`src/rtl/trace_pkg.sv`:
```
// Shared definitions for the commit trace buffer.
// Holds the retire flag bit positions, the trace record layout and the
// default buffer sizing. The trace filter helper is only referenced when
// the design is built with TRACE_FILTER_EN defined.
package trace_pkg;

  localparam int FLAGS_W      = 9;
  localparam int FLG_REGWRITE = 0;
  localparam int FLG_REGDEST  = 1;
  localparam int FLG_JUMP     = 2;
  localparam int FLG_JAL      = 3;
  localparam int FLG_BRANCH   = 4;
  localparam int FLG_MEMTOREG = 5;
  localparam int FLG_MEMWRITE = 6;
  localparam int FLG_ALUSRC   = 7;
  localparam int FLG_ZERO     = 8;

  localparam int DEPTH_DEF = 16;
  localparam int SEQ_W_DEF = 16;

  // Record layout as stored in the FIFO, most significant field first.
  typedef struct packed {
    logic [31:0]          pc;
    logic [FLAGS_W-1:0]   flags;
    logic [SEQ_W_DEF-1:0] seq;
  } trace_rec_t;

  // True for retires that change control flow or memory state.
  function automatic logic is_flow_event(input logic [FLAGS_W-1:0] f);
    return f[FLG_JUMP] | f[FLG_JAL] | (f[FLG_BRANCH] & f[FLG_ZERO]) | f[FLG_MEMWRITE];
  endfunction

endpackage

```
`src/rtl/trace_fifo.sv`:
```
// Generic synchronous FIFO with registered storage.
// Ports:
//   clk, rst_n        clock, synchronous active-low reset
//   push, wr_data     write request and data; ignored when full unless a
//                     pop happens in the same cycle
//   pop, rd_data      read request and head data; rd_data reads 0 when empty
//   count             occupancy, 0..DEPTH
//   full, empty       derived from count
// DEPTH must be a power of two so the pointers wrap naturally.
module trace_fifo #(
  parameter int WIDTH = 8,
  parameter int DEPTH = 16
) (
  input  logic                     clk,
  input  logic                     rst_n,
  input  logic                     push,
  input  logic [WIDTH-1:0]         wr_data,
  input  logic                     pop,
  output logic [WIDTH-1:0]         rd_data,
  output logic [$clog2(DEPTH):0]   count,
  output logic                     full,
  output logic                     empty
);

  localparam int PTR_W = $clog2(DEPTH);
  localparam logic [PTR_W:0] FULL_CNT = (PTR_W+1)'(DEPTH);

  logic [WIDTH-1:0] mem [DEPTH];
  logic [PTR_W-1:0] wr_ptr;
  logic [PTR_W-1:0] rd_ptr;
  logic             do_push;
  logic             do_pop;

  assign empty   = (count == '0);
  assign full    = (count == FULL_CNT);
  assign do_pop  = pop && !empty;
  assign do_push = push && (!full || do_pop);
  assign rd_data = empty ? '0 : mem[rd_ptr];

  always_ff @(posedge clk) begin
    if (!rst_n) begin
      wr_ptr <= '0;
      rd_ptr <= '0;
      count  <= '0;
    end else begin
      if (do_push) wr_ptr <= wr_ptr + 1'b1;
      if (do_pop)  rd_ptr <= rd_ptr + 1'b1;
      case ({do_push, do_pop})
        2'b10:   count <= count + 1'b1;
        2'b01:   count <= count - 1'b1;
        default: count <= count;
      endcase
    end
  end

  // Storage needs no reset: nothing is read until it has been written.
  always_ff @(posedge clk) begin
    if (do_push) mem[wr_ptr] <= wr_data;
  end

endmodule

```
`src/rtl/commit_trace_buffer.sv`:
```
// Commit trace buffer: captures the per-instruction retire view of the
// core, tags each retire with a sequence number and streams the records
// out over valid/ready. Records that arrive while the buffer is full are
// dropped and counted; the gap in out_seq shows where.
// Build option: TRACE_FILTER_EN keeps only jumps, jals, taken branches and
// stores; without it every retire is captured.
// Ports:
//   clk, rst_n                      clock, synchronous active-low reset
//   in_valid, in_pc, in_flags       retire view from the core
//   out_valid, out_ready            head record handshake
//   out_pc, out_flags, out_seq      head record (0 while empty)
//   count                           occupancy
//   overflow                        sticky drop indicator
//   drop_cnt                        saturating dropped-record counter
module commit_trace_buffer
  import trace_pkg::*;
#(
  parameter int DEPTH  = DEPTH_DEF,
  parameter int SEQ_W  = SEQ_W_DEF,
  parameter int DROP_W = 16
) (
  input  logic                   clk,
  input  logic                   rst_n,
  input  logic                   in_valid,
  input  logic [31:0]            in_pc,
  input  logic [FLAGS_W-1:0]     in_flags,
  output logic                   out_valid,
  input  logic                   out_ready,
  output logic [31:0]            out_pc,
  output logic [FLAGS_W-1:0]     out_flags,
  output logic [SEQ_W-1:0]       out_seq,
  output logic [$clog2(DEPTH):0] count,
  output logic                   overflow,
  output logic [DROP_W-1:0]      drop_cnt
);

  // Same field order as trace_rec_t, with the seq field sized by SEQ_W.
  localparam int REC_W = $bits(trace_rec_t) - SEQ_W_DEF + SEQ_W;

  logic [SEQ_W-1:0] seq_q;
  logic [REC_W-1:0] wr_data;
  logic [REC_W-1:0] rd_data;
  logic             eligible;
  logic             fifo_full;
  logic             fifo_empty;
  logic             push;
  logic             pop;
  logic             drop;

`ifdef TRACE_FILTER_EN
  assign eligible = in_valid && is_flow_event(in_flags);
`else
  assign eligible = in_valid;
`endif

  assign out_valid = !fifo_empty;
  assign pop       = out_valid && out_ready;
  // A full buffer still accepts a record when the head leaves this cycle.
  assign push      = eligible && (!fifo_full || pop);
  assign drop      = eligible && fifo_full && !pop;
  assign wr_data   = {in_pc, in_flags, seq_q};

  assign {out_pc, out_flags, out_seq} = rd_data;

  trace_fifo #(
    .WIDTH (REC_W),
    .DEPTH (DEPTH)
  ) u_fifo (
    .clk     (clk),
    .rst_n   (rst_n),
    .push    (push),
    .wr_data (wr_data),
    .pop     (pop),
    .rd_data (rd_data),
    .count   (count),
    .full    (fifo_full),
    .empty   (fifo_empty)
  );

  // Every retire consumes a sequence number, stored or not.
  always_ff @(posedge clk) begin
    if (!rst_n) begin
      seq_q    <= '0;
      overflow <= 1'b0;
      drop_cnt <= '0;
    end else begin
      if (in_valid) seq_q <= seq_q + 1'b1;
      if (drop) begin
        overflow <= 1'b1;
        if (drop_cnt != '1) drop_cnt <= drop_cnt + 1'b1;
      end
    end
  end

endmodule

```
`config.mk`:
```
export PLATFORM = sky130hd
export DESIGN_NAME = commit_trace_buffer
export DESIGN_NICKNAME = d
export VERILOG_FILES = /design/src/rtl/trace_pkg.sv /design/src/rtl/trace_fifo.sv /design/src/rtl/commit_trace_buffer.sv
export SDC_FILE = /design/constraint.sdc
export NUM_CORES = 1
export LEC_CHECK = 0
export BUFFER_PORTS_ARGS = -buffer_cell sky130_fd_sc_hd__buf_2
export CAP_MARGIN = 5
export CORE_ASPECT_RATIO = 0.6
export CORE_MARGIN = 3
export CORE_UTILIZATION = 35
export DETAILED_ROUTE_END_ITERATION = 8
export HOLD_SLACK_MARGIN = 0.15
export PLACE_DENSITY = 0.62
export SETUP_SLACK_MARGIN = 0.02
export SYNTH_ARGS = -nofsm -noshare
export SYNTH_HDL_FRONTEND = slang
export SYNTH_SLANG_ARGS = --single-unit
```
`constraint.sdc`:
```
create_clock -name clk -period 3.61 [get_ports clk]
set_input_delay 0 -clock clk [delete_from_list [all_inputs] [get_ports clk]]
set_output_delay 0 -clock clk [all_outputs]
set_load 0.02 [all_outputs]
```
==> results of run 1 <==
what timing repair did:
action	in CTS	in global routing
endpoints found under the hold margin	706	0
hold buffers	45	0
endpoints found under the setup margin	0	0
worst register-to-register path, cell delays in order (launching register included):
cell	delay (ns)
dfxtp_1	0.38
or4_4	0.60
o21a_1	0.30
inv_1	0.25
ha_1	0.40
xor2_1	0.14
ha_1	0.21
a21oi_1	0.24
xnor2_1	0.13
or3_1	0.31
a21oi_1	0.17
metal layers:
layer	GRT usage [%]	vias to the layer above	wire (um)
li1	-	8260	-
met1	23.4	10000	40800
met2	23.6	628	39900
met3	2.80	119	5440
met4	4.44	2	1910
met5	0	-	13
power by group through the flow:
stage                     sequential (mW)  combinational (mW)  clock [mW]
after global routing                 12.6                5.45        9.67
after CTS                            12.6                5.21        9.24
after global placement               12.8                5.09           0
after detailed placement             12.8                5.14           0
final                                12.6                5.09        8.98
after floorplan                      12.7                3.33           0
cell type report:
class | count | area, um^2
fill | 9172 | 62300
sequential | 962 | 28400
multi-input combinational | 764 | 8930
clock buffer | 115 | 2350
timing repair buffer | 224 | 1800
tap | 1410 | 1760
clock inverter | 52 | 422
inverter | 41 | 154
antenna | 1 | 2.50
cell usage after synthesis (2+ instances only):
| cell | number |
|---|---|
| a211oi_1 | 31 |
| a21oi_1 | 18 |
| a221o_1 | 31 |
| a31oi_1 | 2 |
| and2_1 | 6 |
| and3_1 | 13 |
| and4_1 | 5 |
| buf_1 | 23 |
| buf_2 | 19 |
| clkbuf_1 | 67 |
| dfxtp_1 | 50 |
| edfxtp_1 | 912 |
| ha_1 | 10 |
| inv_1 | 41 |
| mux2_2 | 62 |
| mux2i_1 | 147 |
| mux4_2 | 185 |
| nand2_1 | 32 |
| nand2b_1 | 8 |
| nand3_1 | 8 |
| nand3b_1 | 2 |
| nand4_1 | 11 |
| nor2_1 | 24 |
| nor2b_1 | 2 |
| nor3_1 | 4 |
| nor4_1 | 8 |
| nor4b_1 | 3 |
| o211ai_1 | 26 |
| o21a_1 | 5 |
| o21ai_0 | 8 |
| o22ai_1 | 58 |
| o31ai_1 | 7 |
| o41ai_1 | 2 |
| or3_1 | 7 |
| or4_1 | 8 |
| xnor2_1 | 9 |
| xor2_1 | 10 |
flip-flops by register name, indices dropped and copies added (netlist names), named ones only:
register       flops
seq_q             16
drop_cnt          16
u_fifo.rd_ptr      4
u_fifo.wr_ptr      4
u_fifo.count       5
overflow           1
u_fifo.mem       912
metrics by stage:
step / setup slack, ns / cell area (um^2) / cells / hold WS, ns
after floorplan: 0.490 / 37800 / 1878 / 0.0989
after global placement: 0.579 / 40600 / 3356 / 0.368
after detailed placement: 0.472 / 40600 / 3356 / 0.387
after CTS: 0.190 / 43800 / 3568 / 0.197
after global routing: 0.0471 / 43800 / 3569 / 0.243
final: 0.251 / 43800 / 3569 / 0.256
worst paths after layout:
check | start | endpoint | slack, ns | depth (start not counted)
worst min-delay path | in_pc[6] | u_fifo.mem[11][31]$_DFFE_PP_ | 0.26 | 2
worst min register to register | overflow$_SDFFE_PN0P_ | overflow$_SDFFE_PN0P_ | 0.47 | 1
worst max-delay path | u_fifo.count[1]$_SDFFE_PN0P_ | out_pc[1] | 0.25 | 6
worst max register to register | u_fifo.count[0]$_SDFFE_PN0P_ | u_fifo.count[2]$_SDFFE_PN0P_ | 0.42 | 10
cell families (layout without fill, tap and decap cells):
logic type                 after synthesis  count (layout)  synth area share (%)
AOI/OAI and AO/OA                      194             194                  3.69
DFF                                    962             962                  75.0
other                                    0               1                     0
muxes                                  394             394                  16.7
adders and majority gates               10              10                 0.331
and+or+nand+nor                        147             147                  2.15
xor gates and xnor gates                19              19                 0.440
buffers and inverters                  152             432                  1.59
==> metrics.md, run 1 <==
| Metric | Value |
|---|---|
| Status | `finished clean` |
| Die height | `261 um` |
| Slowest-stage cell, CP | `nand2b_4` |
| LEAKAGE | `13.5 nW` |
| Number of global-route vias before repair | `19300` |
| Synthesized instance count | `1878` |
| Cell taking the most area after synthesis | `edfxtp_1` |
| Global Route Usage Sum | `15.7%` |
| Layout net count | `2138` |
| Core Area | `106000 um^2` |
| Reg power frac | `47.2%` |
| Post-synth EDFFs | `912` |
| GPL Wtd Cong | `0.799` |
| Cell variety after synth | `51` |
| Sw Pwr | `7.38 mW` |
| Top cells by area, synth | `edfxtp_1, mux4_2, mux2i_1` |
| Post-synth top flop | `edfxtp_1` |
| Slew @ Worst Pin | `1.01 ns` |
| Class of the worst hold path | `input pin to register` |
| Number of routed nets with antenna violations | `0` |
| Die W | `430 um` |
| Worst path bufs/invs | `2` |
| Clk_lat worst skew | `0.67 ns` |
| Final max-slew violation count | `0` |
| Clock share of power | `33.7%` |
| Area delta synth->final | `15.8%` |
| Async SR Flop Fraction | `0%` |
| Initial core utilization | `35.6%` |
| FF+latch count, synth | `962` |
| Tcrit/Tclk final | `93.1%` |
| First-pass iteration count of the detailed router | `5` |
| # setup viols final | `0` |
| Worst Path Arrival | `3.36 ns` |
| CP max FO | `33` |
| Worst Path Class, Setup | `register to primary output` |
| Internal Power | `19.3 mW` |
| Mean post-synth cell area | `20.1 um^2` |
| PwrDens | `609 nW/um^2` |
| Layout cell share with drive strength beyond 1 | `26.9%` |
| Longest Clk Path Bufs | `3` |
| Setup TNS | `0 ns` |
| RSZ-0062 raised after global routing | `false` |
| Routed WL | `88.1 mm` |
| Yosys warns | `0` |
| Combinational power share | `19.1%` |
| Number of remaining DRC errors | `0` |
| H-tree Lvls | `3` |
| Gr ovfl total | `0` |
| CTS root buffer | `clkbuf_16` |
| Vias/cell | `5.34` |
| Power, Total | `26.7 mW` |
| Synthesized cell area | `37800 um^2` |
| Max incr delay on CP | `0.62 ns` |
| Avg WL per Cell | `24.7 um` |
| Largest net degree at the start of global routing | `136` |
| Clock Skews | `0.0159 ns` |
| Die Outline Area | `112000 um^2` |
| IO Port Bufs | `124` |
| Global-route wire length before repair | `131 mm` |
| Worst path cell trace | `nor4_1 > nand2b_1 > nand2b_4 > buf_4 > o22ai_1 > buf_2` |
| Delay-heaviest family, CP | `simple AND/OR/NAND/NOR gates` |
| Worst Path Required | `3.61 ns` |
| Net Sw Frac | `27.7%` |
| Critical Path Sink Type | `primary output` |
| Clock transition at path regs | `0.06 ns` |
| Site Rows | `92` |
| Via count | `19100` |
| I/O pins | `125` |
| CTS resizes | `0` |
| Initial antenna violation count | `2` |
| FMAX | `298 MHz` |
| Worst slew margin | `32.5%` |
| Postcts setup bufs | `0` |
| CTS tree | `done` |
| Worst vdd ir | `0.396 mV` |
| Syn nets | `1933` |
| Startpoint Class | `register` |
| Final hold viol count | `0` |
| Top-area cell type share of the netlist area | `72.4%` |
| Detailed placement HPWL | `48.6 mm` |
| Final core occ | `41.3%` |
| TritonCTS buffer count | `90` |
| Iter 0 DRT Violations | `1807` |
| Most frequent cells in the layout | `edfxtp_1, mux4_2, mux2i_1` |
| Post-synthesis sequential area ratio | `75.0%` |
| Num Clock Sinks | `962` |
| Most common cell after layout, fill and taps aside | `edfxtp_1` |
| Max_cap viols | `0` |
| Tmin final | `3.36 ns` |
No activity file was read; power rests on OpenSTA's default activity.
==> run 2, diff against run 1 <==
--- a/config.mk
+++ b/config.mk
@@ -8,7 +8,7 @@
 export BUFFER_PORTS_ARGS = -buffer_cell sky130_fd_sc_hd__buf_2
 export CAP_MARGIN = 5
 export CORE_ASPECT_RATIO = 0.6
-export CORE_MARGIN = 3
+export CORE_MARGIN = 2
 export CORE_UTILIZATION = 35
 export DETAILED_ROUTE_END_ITERATION = 8
 export HOLD_SLACK_MARGIN = 0.15
==> metrics.md, run 2 (same netlist as run 1, synthesis figures left out) <==
| Metric | Value |
|---|---|
| IO Port Bufs | `124` |
| Clk_lat worst skew | `0.69 ns` |
| Worst path cell trace | `nor4_1 > nand2b_1 > nand2b_4 > buf_12 > o22ai_1 > buf_2` |
| Levels on crit path | `6` |
| Die Outline Area | `111000 um^2` |
| CTS root buffer | `clkbuf_16` |
| Reg power frac | `47.1%` |
| Vias/cell | `5.33` |
| FMAX | `305 MHz` |
| Initial antenna violation count | `0` |
| Layout net count | `2134` |
| Clock share of power | `34.1%` |
| Via count | `19000` |
| CTS tree | `done` |
| Largest net degree at the start of global routing | `99` |
| Max_cap viols | `0` |
| Global-route wire length before repair | `130 mm` |
| Final hold viol count | `0` |
| PwrDens | `610 nW/um^2` |
| Register-to-register setup slack | `0.48 ns` |
| CP max FO | `35` |
| Clock Skews | `0.0283 ns` |
| Global Route Usage Sum | `15.7%` |
| H-tree Lvls | `3` |
| Final max-slew violation count | `0` |
| Class of the worst hold path | `input pin to register` |
| Tcrit/Tclk final | `90.8%` |
| Status | `finished clean` |
| Layout cell share with drive strength beyond 1 | `26.4%` |
| Worst setup startpoint | `u_fifo.count[2]$_SDFFE_PN0P_` |
| Crit path to | `out_pc[18]` |
| Combinational power share | `18.8%` |
| CTS resizes | `0` |
| Longest Clk Path Bufs | `3` |
| Startpoint Class | `register` |
| Initial core utilization | `35.3%` |
| Biggest regs | `u_fifo.mem (912), drop_cnt (16), seq_q (16)` |
| # setup viols final | `0` |
| Critical Path Sink Type | `primary output` |
| Max incr delay on CP | `0.60 ns` |
| Die height | `259 um` |
| Clock transition at path regs | `0.06 ns` |
| Tmin final | `3.28 ns` |
| Worst Path Required | `3.61 ns` |
| R2R cell count | `10` |
| Die W | `428 um` |
| Internal Power | `19.5 mW` |
| Worst Path Arrival | `3.28 ns` |
| Site Rows | `93` |
| Worst slew margin | `21.3%` |
| Most common cell after layout, fill and taps aside | `edfxtp_1` |
| Most frequent cells in the layout | `edfxtp_1, mux4_2, mux2i_1` |
| GPL Wtd Cong | `0.741` |
| Area delta synth->final | `15.8%` |
| Routed WL | `87.9 mm` |
| Reg-to-reg endpoint | `u_fifo.count[2]$_SDFFE_PN0P_` |
| TritonCTS buffer count | `90` |
| Number of remaining DRC errors | `0` |
| Slowest-stage cell, CP | `nand2b_4` |
| Biggest register | `u_fifo.mem` |
| RSZ-0062 raised after global routing | `false` |
| Avg WL per Cell | `24.6 um` |
| Core Area | `107000 um^2` |
| Slew @ Worst Pin | `1.18 ns` |
| Worst path bufs/invs | `2` |
| Layout filler cell count | `9412` |
| Number of flip-flops under the largest register name | `912` |
| First-pass iteration count of the detailed router | `5` |
| Worst Path Class, Setup | `register to primary output` |
| Setup TNS | `0 ns` |
| LEAKAGE | `13.5 nW` |
| Gr ovfl total | `0` |
| Iter 0 DRT Violations | `2052` |
| Power, Total | `26.7 mW` |
| Num Clock Sinks | `962` |
| Number of global-route vias before repair | `19500` |
| Antenna cells | `0` |
| Net Sw Frac | `27.1%` |
| Detailed placement HPWL | `49.0 mm` |
| I/O pins | `125` |
| RR Startpoint | `u_fifo.count[2]$_SDFFE_PN0P_` |
| Worst vdd ir | `0.386 mV` |
| Number of routed nets with antenna violations | `0` |
| Sw Pwr | `7.25 mW` |
| Delay-heaviest family, CP | `simple AND/OR/NAND/NOR gates` |
==> run 2: cell count changes in the layout (fill, tap and decap cells not counted), sizes merged <==
| cell | change |
|---|---|
| buf | -4 |
| bufinv | +3 |
| clkbuf | -3 |
| clkinv | -8 |
| clkinvlp | -1 |
| diode | -1 |
==> run 2: how the worst min path moves through the flow <==
| stage | end | cells after the start | start |
|---|---|---|---|
| after detailed placement | u_fifo.mem[12][54]$_DFFE_PP_ | 1 | in_pc[29] |
| final | u_fifo.mem[12][54]$_DFFE_PP_ | 2 | in_pc[29] |
| after floorplan | u_fifo.mem[0][16]$_DFFE_PP_ | 0 | in_flags[0] |
| after CTS | u_fifo.mem[14][20]$_DFFE_PP_ | 2 | in_flags[4] |
| after global placement | u_fifo.mem[14][39]$_DFFE_PP_ | 1 | in_pc[14] |
| after global routing | u_fifo.mem[12][38]$_DFFE_PP_ | 2 | in_pc[13] |
==> run 2: power by group through the flow <==
stage,sequential (mW),clock [mW],combinational (mW)
floorplan,12.7,0,3.33
global placement,12.8,0,5.04
detailed placement,12.8,0,5.08
CTS,12.6,9.34,5.15
global route,12.6,9.78,5.39
finish,12.6,9.12,5.02
==> run 2: repair_timing <==
action | CTS | global route
hold endpoints to repair | 696 | 0
hold buffers | 45 | 0
buffers inserted | 0 | 0
endpoints found under the setup margin | 0 | 0
==> run 2: metrics by stage <==
stage	util [%]	area [um^2]	hold slack, ns	worst slack (ns)	std cells
global route	40.8	43800	0.228	0.138	3570
finish	40.8	43800	0.250	0.331	3570
floorplan	-	37800	0.0989	0.490	1878
global placement	37.8	40600	0.366	0.545	3366
CTS	40.8	43800	0.205	0.213	3569
detailed placement	37.8	40600	0.372	0.524	3366
==> run 2: worst reg2reg max path, cell delays in order (launching register included) <==
cell and delay [ns]:
dfxtp_1 0.42, or4_4 0.56, o21a_1 0.29, inv_1 0.23
ha_1 0.40, xor2_1 0.12, ha_1 0.20, a21oi_1 0.24
xnor2_1 0.12, or3_1 0.32, a21oi_1 0.16
==> run 2: final cells by class <==
cell class	count	area (um^2)	share of cell area [%]
Sequential cell	962	28400	64.8
Multi-Input combinational cell	764	8930	20.4
Clock buffer	112	2380	5.43
Tap cell	1425	1780	4.07
Timing Repair Buffer	220	1770	4.05
Clock inverter	46	398	0.908
Inverter	41	154	0.351
==> run 2: per-layer routing <==
metal / global-route usage (%) / wire [um] / share of wire (%)
met2: 24.7 / 40900 / 46
met3: 2.81 / 4790 / 5.4
met1: 22.7 / 40400 / 46
met5: 0 / 0 / 0
met4: 4.23 / 1890 / 2.1
